[src/rtl/video_line_framer_if.sv]
// Groups the pixel-FIFO read port and the DMA pull port of the line framer.
// master: framer side (drives fifo_rd_en, cpu_rd_data, cpu_rd_vld).
// slave : environment side (drives fifo_rd_level, fifo_rd_data, cpu_rd_en).
// Ports: fifo_rd_level/fifo_rd_en/fifo_rd_data (FIFO), cpu_rd_en/cpu_rd_data/cpu_rd_vld (DMA).
interface video_line_framer_if #(
   parameter int LVL_W = 10
);
   logic [LVL_W-1:0] fifo_rd_level;
   logic             fifo_rd_en;
   logic [127:0]     fifo_rd_data;
   logic             cpu_rd_en;
   logic [127:0]     cpu_rd_data;
   logic             cpu_rd_vld;

   modport master (
      input  fifo_rd_level, fifo_rd_data, cpu_rd_en,
      output fifo_rd_en, cpu_rd_data, cpu_rd_vld
   );

   modport slave (
      output fifo_rd_level, fifo_rd_data, cpu_rd_en,
      input  fifo_rd_en, cpu_rd_data, cpu_rd_vld
   );
endinterface

[src/rtl/video_line_framer.sv]
// Packs FIFO pixel words into line packets (header + WORDS_PER_LINE body words) pulled by a DMA.
// Latency: cpu_rd_vld/cpu_rd_data follow each cpu_rd_en pull by one cycle; fifo_rd_en is combinational.
// Backpressure: none; the DMA paces everything via cpu_rd_en, gaps simply hold the packet position.
// Ports: clk, rst_n (async active-low), vsync_in (frame sync level), bus (FIFO + DMA signals),
//        frame_cnt (frame-start headers, wraps), drop_cnt (fill packets, saturates).
module video_line_framer #(
   parameter int WORDS_PER_LINE = 160,
   parameter int LVL_W          = 10
) (
   input  logic                 clk,
   input  logic                 rst_n,
   input  logic                 vsync_in,
   video_line_framer_if.master  bus,
   output logic [15:0]          frame_cnt,
   output logic [15:0]          drop_cnt
);

   localparam int               CNT_W     = $clog2(WORDS_PER_LINE + 1);
   localparam logic [CNT_W-1:0] CNT_LAST  = CNT_W'(WORDS_PER_LINE);
   localparam logic [31:0]      WPL32     = WORDS_PER_LINE;
   localparam logic [127:0]     FILL_WORD = {8{16'hFFFF}};
   localparam logic [15:0]      TAG_SOF   = 16'hA55A;
   localparam logic [15:0]      TAG_LINE  = 16'hC33C;

   typedef enum logic [1:0] {HDR, LINE, FILL} state_t;

   state_t           state, state_nxt;
   logic [CNT_W-1:0] word_cnt;
   logic [LVL_W-1:0] level;
   logic             pull, cnt_last, level_ok;
   logic             hdr_pull, line_pull;
   logic             hdr_sof, hdr_line, hdr_bad;
   logic             vsync_q, vsync_rise, sof_pending;
   logic [15:0]      line_idx, frame_nxt, line_nxt;
   logic [127:0]     hdr_word, word_q;
   logic             line_q, vld_q;

   assign pull     = bus.cpu_rd_en;
   assign cnt_last = (word_cnt == CNT_LAST);
   assign level    = bus.fifo_rd_level;
   assign level_ok = ({{(32-LVL_W){1'b0}}, level} >= WPL32);

   // ---------------- FSM: state register ----------------
   always_ff @(posedge clk or negedge rst_n) begin
      if (!rst_n) state <= HDR;
      else        state <= state_nxt;
   end

   // ---------------- FSM: next state ----------------
   // The level is only looked at in HDR, so a mid-packet FIFO flush cannot abort LINE.
   always_comb begin
      state_nxt = state;
      if (pull) begin
         case (state)
            HDR:        state_nxt = level_ok ? LINE : FILL;
            LINE, FILL: if (cnt_last) state_nxt = HDR;
            default:    state_nxt = HDR;
         endcase
      end
   end

   // ---------------- FSM: outputs ----------------
   always_comb begin
      hdr_pull  = 1'b0;
      line_pull = 1'b0;
      case (state)
         HDR:     hdr_pull  = pull;
         LINE:    line_pull = pull;
         default: ;
      endcase
   end

   assign bus.fifo_rd_en = line_pull;

   // ---------------- header composition ----------------
   assign hdr_sof    = hdr_pull &  level_ok &  sof_pending;
   assign hdr_line   = hdr_pull &  level_ok & ~sof_pending;
   assign hdr_bad    = hdr_pull & ~level_ok;
   assign frame_nxt  = sof_pending ? frame_cnt + 16'd1 : frame_cnt;
   assign line_nxt   = sof_pending ? 16'd0 :
                       (line_idx == 16'hFFFF) ? 16'hFFFF : line_idx + 16'd1;
   assign hdr_word   = {(sof_pending ? TAG_SOF : TAG_LINE), frame_nxt, line_nxt, 80'h0};
   assign vsync_rise = vsync_in & ~vsync_q;

   // ---------------- word counter ----------------
   always_ff @(posedge clk or negedge rst_n) begin
      if (!rst_n) begin
         word_cnt <= '0;
      end else if (pull) begin
         word_cnt <= cnt_last ? '0 : word_cnt + CNT_W'(1);
      end
   end

   // ---------------- frame / line bookkeeping ----------------
   always_ff @(posedge clk or negedge rst_n) begin
      if (!rst_n) begin
         vsync_q     <= 1'b0;
         sof_pending <= 1'b0;
         line_idx    <= 16'd0;
         frame_cnt   <= 16'd0;
         drop_cnt    <= 16'd0;
      end else begin
         vsync_q <= vsync_in;
         // A new edge landing on the same cycle as an A55A header must not be lost.
         if (vsync_rise)   sof_pending <= 1'b1;
         else if (hdr_sof) sof_pending <= 1'b0;
         if (hdr_sof | hdr_line) begin
            frame_cnt <= frame_nxt;
            line_idx  <= line_nxt;
         end
         if (hdr_bad && drop_cnt != 16'hFFFF) drop_cnt <= drop_cnt + 16'd1;
      end
   end

   // ---------------- output path ----------------
   // line_q selects the FIFO's one-cycle-late read data; everything else comes from word_q.
   // Clearing line_q on reset keeps stale FIFO data off cpu_rd_data.
   always_ff @(posedge clk or negedge rst_n) begin
      if (!rst_n) begin
         word_q <= '0;
         line_q <= 1'b0;
         vld_q  <= 1'b0;
      end else begin
         vld_q  <= pull;
         line_q <= line_pull;
         if (pull && !line_pull) word_q <= (hdr_sof | hdr_line) ? hdr_word : FILL_WORD;
      end
   end

   assign bus.cpu_rd_vld  = vld_q;
   assign bus.cpu_rd_data = line_q ? bus.fifo_rd_data : word_q;

endmodule

[src/flat_wrapper.sv]
// flat-port wrapper written by rule: the top's interface ports become plain ports
module video_line_framer_flat 
#(
   parameter int WORDS_PER_LINE = 160,
   parameter int LVL_W          = 10
)
  (clk, rst_n, vsync_in, frame_cnt, drop_cnt, bus_fifo_rd_level, bus_fifo_rd_data, bus_cpu_rd_en, bus_fifo_rd_en, bus_cpu_rd_data, bus_cpu_rd_vld);
  video_line_framer_if #(.LVL_W(LVL_W)) bus_i ();
  input  logic clk;
  input  logic rst_n;
  input  logic vsync_in;
  output logic [15:0] frame_cnt;
  output logic [15:0] drop_cnt;
  input wire logic [$bits(bus_i.fifo_rd_level)-1:0] bus_fifo_rd_level;
  input wire logic [$bits(bus_i.fifo_rd_data)-1:0] bus_fifo_rd_data;
  input wire logic [$bits(bus_i.cpu_rd_en)-1:0] bus_cpu_rd_en;
  output wire logic [$bits(bus_i.fifo_rd_en)-1:0] bus_fifo_rd_en;
  output wire logic [$bits(bus_i.cpu_rd_data)-1:0] bus_cpu_rd_data;
  output wire logic [$bits(bus_i.cpu_rd_vld)-1:0] bus_cpu_rd_vld;
  assign bus_i.fifo_rd_level = bus_fifo_rd_level;
  assign bus_i.fifo_rd_data = bus_fifo_rd_data;
  assign bus_i.cpu_rd_en = bus_cpu_rd_en;
  assign bus_fifo_rd_en = bus_i.fifo_rd_en;
  assign bus_cpu_rd_data = bus_i.cpu_rd_data;
  assign bus_cpu_rd_vld = bus_i.cpu_rd_vld;
  video_line_framer #(.WORDS_PER_LINE(WORDS_PER_LINE), .LVL_W(LVL_W)) u_core (.clk(clk), .rst_n(rst_n), .vsync_in(vsync_in), .bus(bus_i), .frame_cnt(frame_cnt), .drop_cnt(drop_cnt));
endmodule
[config.mk]
export PLATFORM = sky130hd
export DESIGN_NAME = video_line_framer_flat
export DESIGN_NICKNAME = d
export VERILOG_FILES = /design/src/rtl/video_line_framer_if.sv /design/src/rtl/video_line_framer.sv /design/src/flat_wrapper.sv
export SDC_FILE = /design/constraint.sdc
export NUM_CORES = 1
export LEC_CHECK = 0
export ABC_CLOCK_PERIOD_IN_PS = 3700
export BUFFER_PORTS_ARGS = -buffer_cell sky130_fd_sc_hd__buf_2
export CAP_MARGIN = 20
export CORE_AREA = 3 3 118 120
export DETAILED_ROUTE_END_ITERATION = 10
export DIE_AREA = 0 0 121 123
export HOLD_SLACK_MARGIN = 0.03
export PLACE_DENSITY = 0.82
export SLEW_MARGIN = 0
export SYNTH_ARGS = -nofsm -noshare
export SYNTH_HDL_FRONTEND = slang
export SYNTH_SLANG_ARGS = --single-unit
[constraint.sdc]
create_clock -name clk -period 3.7 [get_ports clk]
set_input_delay 0.74 -clock clk [delete_from_list [all_inputs] [get_ports clk]]
set_output_delay 0.74 -clock clk [all_outputs]
set_load 0.02 [all_outputs]
==> results.yml, run 1 <==
status:
  status: "completed"
synthesis:
  ys_seq_elements: 98
  syn_inst: 734
  syn_area_per_cell_sq_um: 8.412
  ys_seq_area_share_pct: 39.72
  synth.distinct_cells: 61
  synth-async-reset-ratio_pct: 100.0
  synthesis.area_sq_um: 6175
  ys.flop_type: "dfrtp_1"
  synth_nets: 883
  yosysWarnings: 0
  synth_edf_count: 0
finish:
  finalInstanceArea_sq_um: 8044
  syn_to_final_growth_pct: 30.27
  layout.nets: 1149
  final_cell_mix: "buf_2, nand2_1, dfrtp_1"
  drive_gt1_share_pct: 38.42
  fillerInstances: 1180
  fin_util_pct: 61.47
  final_common_cell: "buf_2"
floorplan:
  core_sq_um: 13090
  die_h_microns: 123
  die_area_sq_um: 14880
  rows: 42
  start_util_pct: 47.19
  io_pins: 304
  die_x_microns: 121
power_and_ir_drop:
  ir_drop_mv: 0.2056
  p_per_area_nw_per_um2: 271.5
  p_leak_nw: 3.262
clocking:
  tritoncts: "done"
  cts_setup_buffers: 0
  ctsHtreeMaxLevel: 3
  clkLatencyLatePin_ns: 0.35
  cts-root-buf: "clkbuf_16"
  cts_sinks: 98
  cts_buffers: 9
  cts_hold_buf: 0
  cts_buffer_depth: 2
  clk_pin_slew_ns: 0.06
  cts.repair.resized: 0
global_route:
  antenna_found_initial: 9
  grt.total_usage_pct: 29.35
  grt_pass1_wl_mm: 32.86
  grt_max_degree: 132
  grt_overflow: 0
  grt_pass1_vias: 5699
drt:
  ant_nets: 0
  vias_per_cell: 5.462
  first_iter_violations: 509
  first_pass_iters: 8
  drc: 0
  wirelength_mm: 23.13
  vias: 6445
  post_drt_wl_per_cell_microns: 19.61
sta:
  report.final.slew_viol_count: 0
  fin_skew_ns: 0.01220
  worst_pin_slew_ns: 0.8935
  hold_viol: 0
  relSlewSlack_pct: 39.88
  setup_viol: 0
  max_freq_mhz: 353.2
  rsz0062_at_grt: "false"
  fin_setup_tns_ns: 0
  finalCritPeriodShare_pct: 76.53
  whs_ns: 0.4248
  min_period_ns: 2.831
place:
  place_area_sq_um: 7772
  gp_congestion: 0.9065
  dp_hpwl_mm: 18.50
  port_buffers: 298
setup_path:
  critPathRequiredTime_ns: 2.96
  cp_data_arrival_time_ns: 2.09
  cp_max_fo: 49
  r2r_cells: 4
  setup.worst_path.class: "flop to primary output"
  start_kind: "flop"
  end_kind: "primary output"
job:
  maxCapViolCount: 0
hold_path:
  min_delay_path_depth: 1
  hold_path_class: "flop to flop"
## cells in the mapped netlist (all sizes together), types with 5 or more instances
master / count / area [sq um]
nand2: 225 / 844.6
dfrtp: 98 / 2452
nor2: 45 / 168.9
clkbuf: 40 / 156.4
mux2: 36 / 405.4
xnor2: 33 / 289.0
a21oi: 28 / 143.9
xor2: 23 / 201.4
a211oi: 20 / 150.1
nand4: 19 / 125.1
nor3: 17 / 95.09
nand3: 14 / 95.09
buf: 12 / 65.06
inv: 12 / 45.04
nor4: 12 / 147.6
and3: 11 / 71.31
and2: 10 / 63.82
o21ai: 9 / 48.79
a311oi: 8 / 70.07
ha: 7 / 87.58
a31oi: 6 / 37.54
and4: 6 / 52.55
o31ai: 5 / 37.54
## worst max-delay path, stage by stage, from the launching register on
cell and delay, ns:
dfrtp_4 0.49, nand2b_2 0.57, buf_12 0.38, nand2_1 0.11, buf_2 0.17
## routing by layer
metal	track usage [%]	share of wire (%)	wire (microns)	up-vias
met5	0	0.37	86	-
met3	7.548	9.5	2198	37
met1	40.99	42	9616	3046
li1	-	-	-	3031
met2	45.33	47	10830	319
met4	8.428	1.8	405	12
## registers in the layout (all words and copies together) (netlist names)
name / cells
u_core.word_cnt: 8
u_core.state: 2
u_core.frame_cnt: 16
u_core.sof_pending: 1
u_core.drop_cnt: 16
u_core.vsync_q: 1
u_core.line_idx: 16
u_core.bus.cpu_rd_vld: 1
u_core.line_q: 1
u_core.word_q: 36
## area by class of cell
type / instances / area [sq um] / area share (%)
diodes: 2 / 5.005 / 0.06222
repair buffers: 307 / 1587 / 19.72
multi-input cells: 572 / 3465 / 43.07
inverters: 12 / 45.04 / 0.5600
well taps: 176 / 220.2 / 2.738
clock buffers: 12 / 236.5 / 2.940
clock inverters: 1 / 30.03 / 0.3733
flip-flops and latches: 98 / 2456 / 30.53
## cells by family after synthesis
kind of cell | count (synthesis) | synth area share, %
AO/OA/AOI/OAI | 96 | 10.78
multiplexers | 38 | 6.890
AND/OR/NAND/NOR | 375 | 28.94
buffers and inverters | 64 | 4.316
XOR/XNOR | 56 | 7.943
flip-flops | 98 | 39.72
adder cells (fa/ha/maj) | 7 | 1.418
## final timing paths
check | from | endpoint | slack, ns
setup / recovery | u_core.line_q$_DFF_PN0_ | bus_cpu_rd_data[6] | 0.87
hold / removal | u_core.vsync_q$_DFF_PN0_ | u_core.sof_pending$_DFFE_PN0P_ | 0.42
setup reg to reg | u_core.sof_pending$_DFFE_PN0P_ | u_core.word_q[111]$_DFFE_PN0P_ | 1.34
hold reg to reg | u_core.vsync_q$_DFF_PN0_ | u_core.sof_pending$_DFFE_PN0P_ | 0.42
max in group asynchronous | rst_n | u_core.word_q[81]$_DFFE_PN0P_ | 2.45
min in group asynchronous | rst_n | u_core.word_q[106]$_DFFE_PN0P_ | 0.44
## power breakdown
group	internal, mW	switching, mW
clock network	0.514	0.380
registers	1.10	0.0311
logic	0.0806	0.0813
total	1.69	0.493
## metrics by stage
step	setup WS (ns)	cells	total power, mW
2_1_floorplan	1.609	734	1.192
3_3_place_gp	1.223	1165	1.301
3_5_place_dp	1.202	1165	1.310
4_1_cts	0.8629	1178	2.199
5_1_grt	0.7705	1180	2.265
6_report	0.8686	1180	2.184
Note: power is estimated with default switching activity, not from simulation.
==> run 2: changes to the inputs <==
--- a/config.mk
+++ b/config.mk
@@ -5,14 +5,14 @@
 export SDC_FILE = /design/constraint.sdc
 export NUM_CORES = 1
 export LEC_CHECK = 0
-export ABC_CLOCK_PERIOD_IN_PS = 3700
+export ABC_CLOCK_PERIOD_IN_PS = 2400
 export BUFFER_PORTS_ARGS = -buffer_cell sky130_fd_sc_hd__buf_2
 export CAP_MARGIN = 20
-export CORE_AREA = 3 3 118 120
+export CORE_MARGIN = 3
+export CORE_UTILIZATION = 42
 export DETAILED_ROUTE_END_ITERATION = 10
-export DIE_AREA = 0 0 121 123
 export HOLD_SLACK_MARGIN = 0.03
-export PLACE_DENSITY = 0.82
+export PLACE_DENSITY = 0.77
 export SLEW_MARGIN = 0
 export SYNTH_ARGS = -nofsm -noshare
 export SYNTH_HDL_FRONTEND = slang
==> constraint.sdc (replaced) <==
create_clock -name clk -period 2.4 [get_ports clk]
set_input_delay 0.48 -clock clk [delete_from_list [all_inputs] [get_ports clk]]
set_output_delay 0.48 -clock clk [all_outputs]
set_load 0.02 [all_outputs]
==> run 2 against run 1 <==
  * Cell count rose by 1.5%
  * Critical path type unchanged
  * Sequential share of layout area fell by 0.55 points
  * Die area rose by 8.8%
  * Clock skew fell by 0.0029 ns
  * Register-to-register slack got worse by 1.1 ns
  * Sequential cell count did not move
  * First-iteration DRC count fell by 27%
  * Power rose by 54%
  * Setup slack got worse by 0.69 ns
  * Clock-buffer cell count fell by 2
  * Critical path depth fell by 1
  * Final area rose by 1.8%
==> results.yml, run 2 (same netlist as run 1, synthesis figures left out) <==
status:
  status: "completed"
drt:
  first_pass_iters: 7
  wirelength_mm: 23.70
  vias_per_cell: 5.287
  post_drt_wl_per_cell_microns: 19.78
  first_iter_violations: 371
  drc: 0
  met3_length_mm: 2.086
  top_layer: "met5"
  ant_nets: 0
  vias: 6334
  met2WireLength_mm: 10.78
  wl_met1_mm: 10.01
sta:
  hold_viol: 0
  finalCritPeriodShare_pct: 92.58
  worst_pin_slew_ns: 0.6531
  min_period_ns: 2.222
  max_freq_mhz: 450.1
  setup_viol: 0
  fin_setup_tns_ns: 0
  rsz0062_at_grt: "false"
  report.final.slew_viol_count: 0
  fin_skew_ns: 0.009266
  relSlewSlack_pct: 56.12
clocking:
  cts_hold_buf: 1
  cts_buffer_depth: 2
  tritoncts: "done"
  cts_buffers: 9
  clkLatencyLatePin_ns: 0.34
  clk_pin_slew_ns: 0.07
  cts.repair.resized: 0
  ctsHtreeMaxLevel: 3
  cts-root-buf: "clkbuf_16"
  cts_setup_buffers: 0
  cts_sinks: 98
hold_path:
  min_from: "vsync_in"
  min_delay_path_depth: 1
  hold_path_class: "input port to flop"
  min_to: "u_core.vsync_q$_DFF_PN0_"
place:
  dpl.cell_count: 1180
  port_buffers: 298
  dp_hpwl_mm: 19.47
  gp_congestion: 0.9141
  place_area_sq_um: 7898
job:
  maxCapViolCount: 0
floorplan:
  die_area_sq_um: 16190
  core_sq_um: 14150
  die_x_microns: 127.3
  die_h_microns: 127.3
  rows: 43
  start_util_pct: 43.64
  io_pins: 304
setup_path:
  r2r_setup_slack_ns: 0.26
  r2r-start: "u_core.line_idx[0]$_DFFE_PN0P_"
  cp_max_fo: 67
  timing.rr.end: "u_core.line_idx[4]$_DFFE_PN0P_"
  start_kind: "flop"
  cp_data_arrival_time_ns: 1.74
  r2r_cells: 5
  end_kind: "primary output"
  setup.worst_path.class: "flop to primary output"
  critPathRequiredTime_ns: 1.92
power_and_ir_drop:
  pwr-share-seq_pct: 51.7
  swShare_pct: 23.87
  combPwrFrac_pct: 7.8
  ir_drop_mv: 0.3881
  switching_power_uw: 801.5
  power_frac_clock_pct: 40.5
  power.internal_mw: 2.557
  p_per_area_nw_per_um2: 410.0
  p_leak_nw: 3.346
finish:
  fin_util_pct: 57.88
  final_cell_mix: "buf_2, nand2_1, dfrtp_1"
  drive_gt1_share_pct: 39.53
  regMostFlops: "u_core.word_q"
  finalInstanceArea_sq_um: 8190
  final_cells: 1198
  syn_to_final_growth_pct: 32.64
  final_common_cell: "buf_2"
  largest_register_ffs: 36
  layout.nets: 1161
global_route:
  grt_pass1_vias: 5685
  grt_pass1_wl_mm: 34.46
  grt_max_degree: 85
  grt.total_usage_pct: 28.13
  antenna_found_initial: 13
  grt_overflow: 0
-- run 2: cell types whose count changed in the layout (fill, tap and decap cells not counted), sizes merged --
cell | before | now
diode | 2 | 1
bufinv | 1 | 0
clkbuf | 12 | 10
inv | 12 | 13
buf | 307 | 318
dlygate4sd3 | 0 | 1
clkinv | 0 | 5
-- run 2: worst max path at each step --
stage / slack (ns) / to / depth (start not counted) / startpoint
after floorplan: 0.48 / u_core.word_q[110]$_DFFE_PN0P_ / 5 / u_core.frame_cnt[0]$_DFFE_PN0P_
after global placement: 0.35 / u_core.word_q[82]$_DFFE_PN0P_ / 6 / bus_cpu_rd_en
after detailed placement: 0.33 / u_core.line_idx[6]$_DFFE_PN0P_ / 5 / u_core.line_idx[0]$_DFFE_PN0P_
after CTS: 0.15 / bus_cpu_rd_data[125] / 4 / u_core.line_q$_DFF_PN0_
after global routing: 0.05 / u_core.line_idx[8]$_DFFE_PN0P_ / 5 / u_core.line_idx[0]$_DFFE_PN0P_
final: 0.18 / bus_cpu_rd_data[92] / 3 / u_core.line_q$_DFF_PN0_
-- run 2: worst max-delay path, cell delays in order, from the launching register on --
cell and delay (ns):
dfrtp_4 0.52, buf_12 0.29, mux2_2 0.39, buf_2 0.17
-- run 2: power groups by stage --
stage / registers, mW / clock network, mW / logic (mW)
after floorplan: 1.76 / 0 / 0.0801
after global placement: 1.76 / 0 / 0.259
after detailed placement: 1.77 / 0 / 0.263
after CTS: 1.74 / 1.39 / 0.264
after global routing: 1.74 / 1.45 / 0.290
final: 1.74 / 1.36 / 0.261
-- run 2: final cells by class --
cell class	count	area (sq um)
antenna	1	2.502
clock buffer	10	239.0
clock inverter	6	41.29
fill	1301	5959
inverter	12	45.04
multi-input combinational	572	3465
sequential	98	2456
tap	180	225.2
timing repair buffer	319	1717
-- run 2: metrics by stage --
stage          worst slack, ns  hold WS, ns  power, mW
5_1_grt                0.04801       0.2402      3.483
3_3_place_gp            0.3518       0.3703      2.023
4_1_cts                 0.1526       0.2452      3.385
6_report                0.1782       0.2536      3.358
2_1_floorplan           0.4774       0.1844      1.837
3_5_place_dp            0.3252       0.3699      2.030
-- run 2: metal layers --
metal / vias up / track usage [%]
met5: - / 0
met4: 22 / 8.896
met3: 48 / 9.783
met2: 254 / 42.50
met1: 2942 / 38.13
li1: 3068 / -
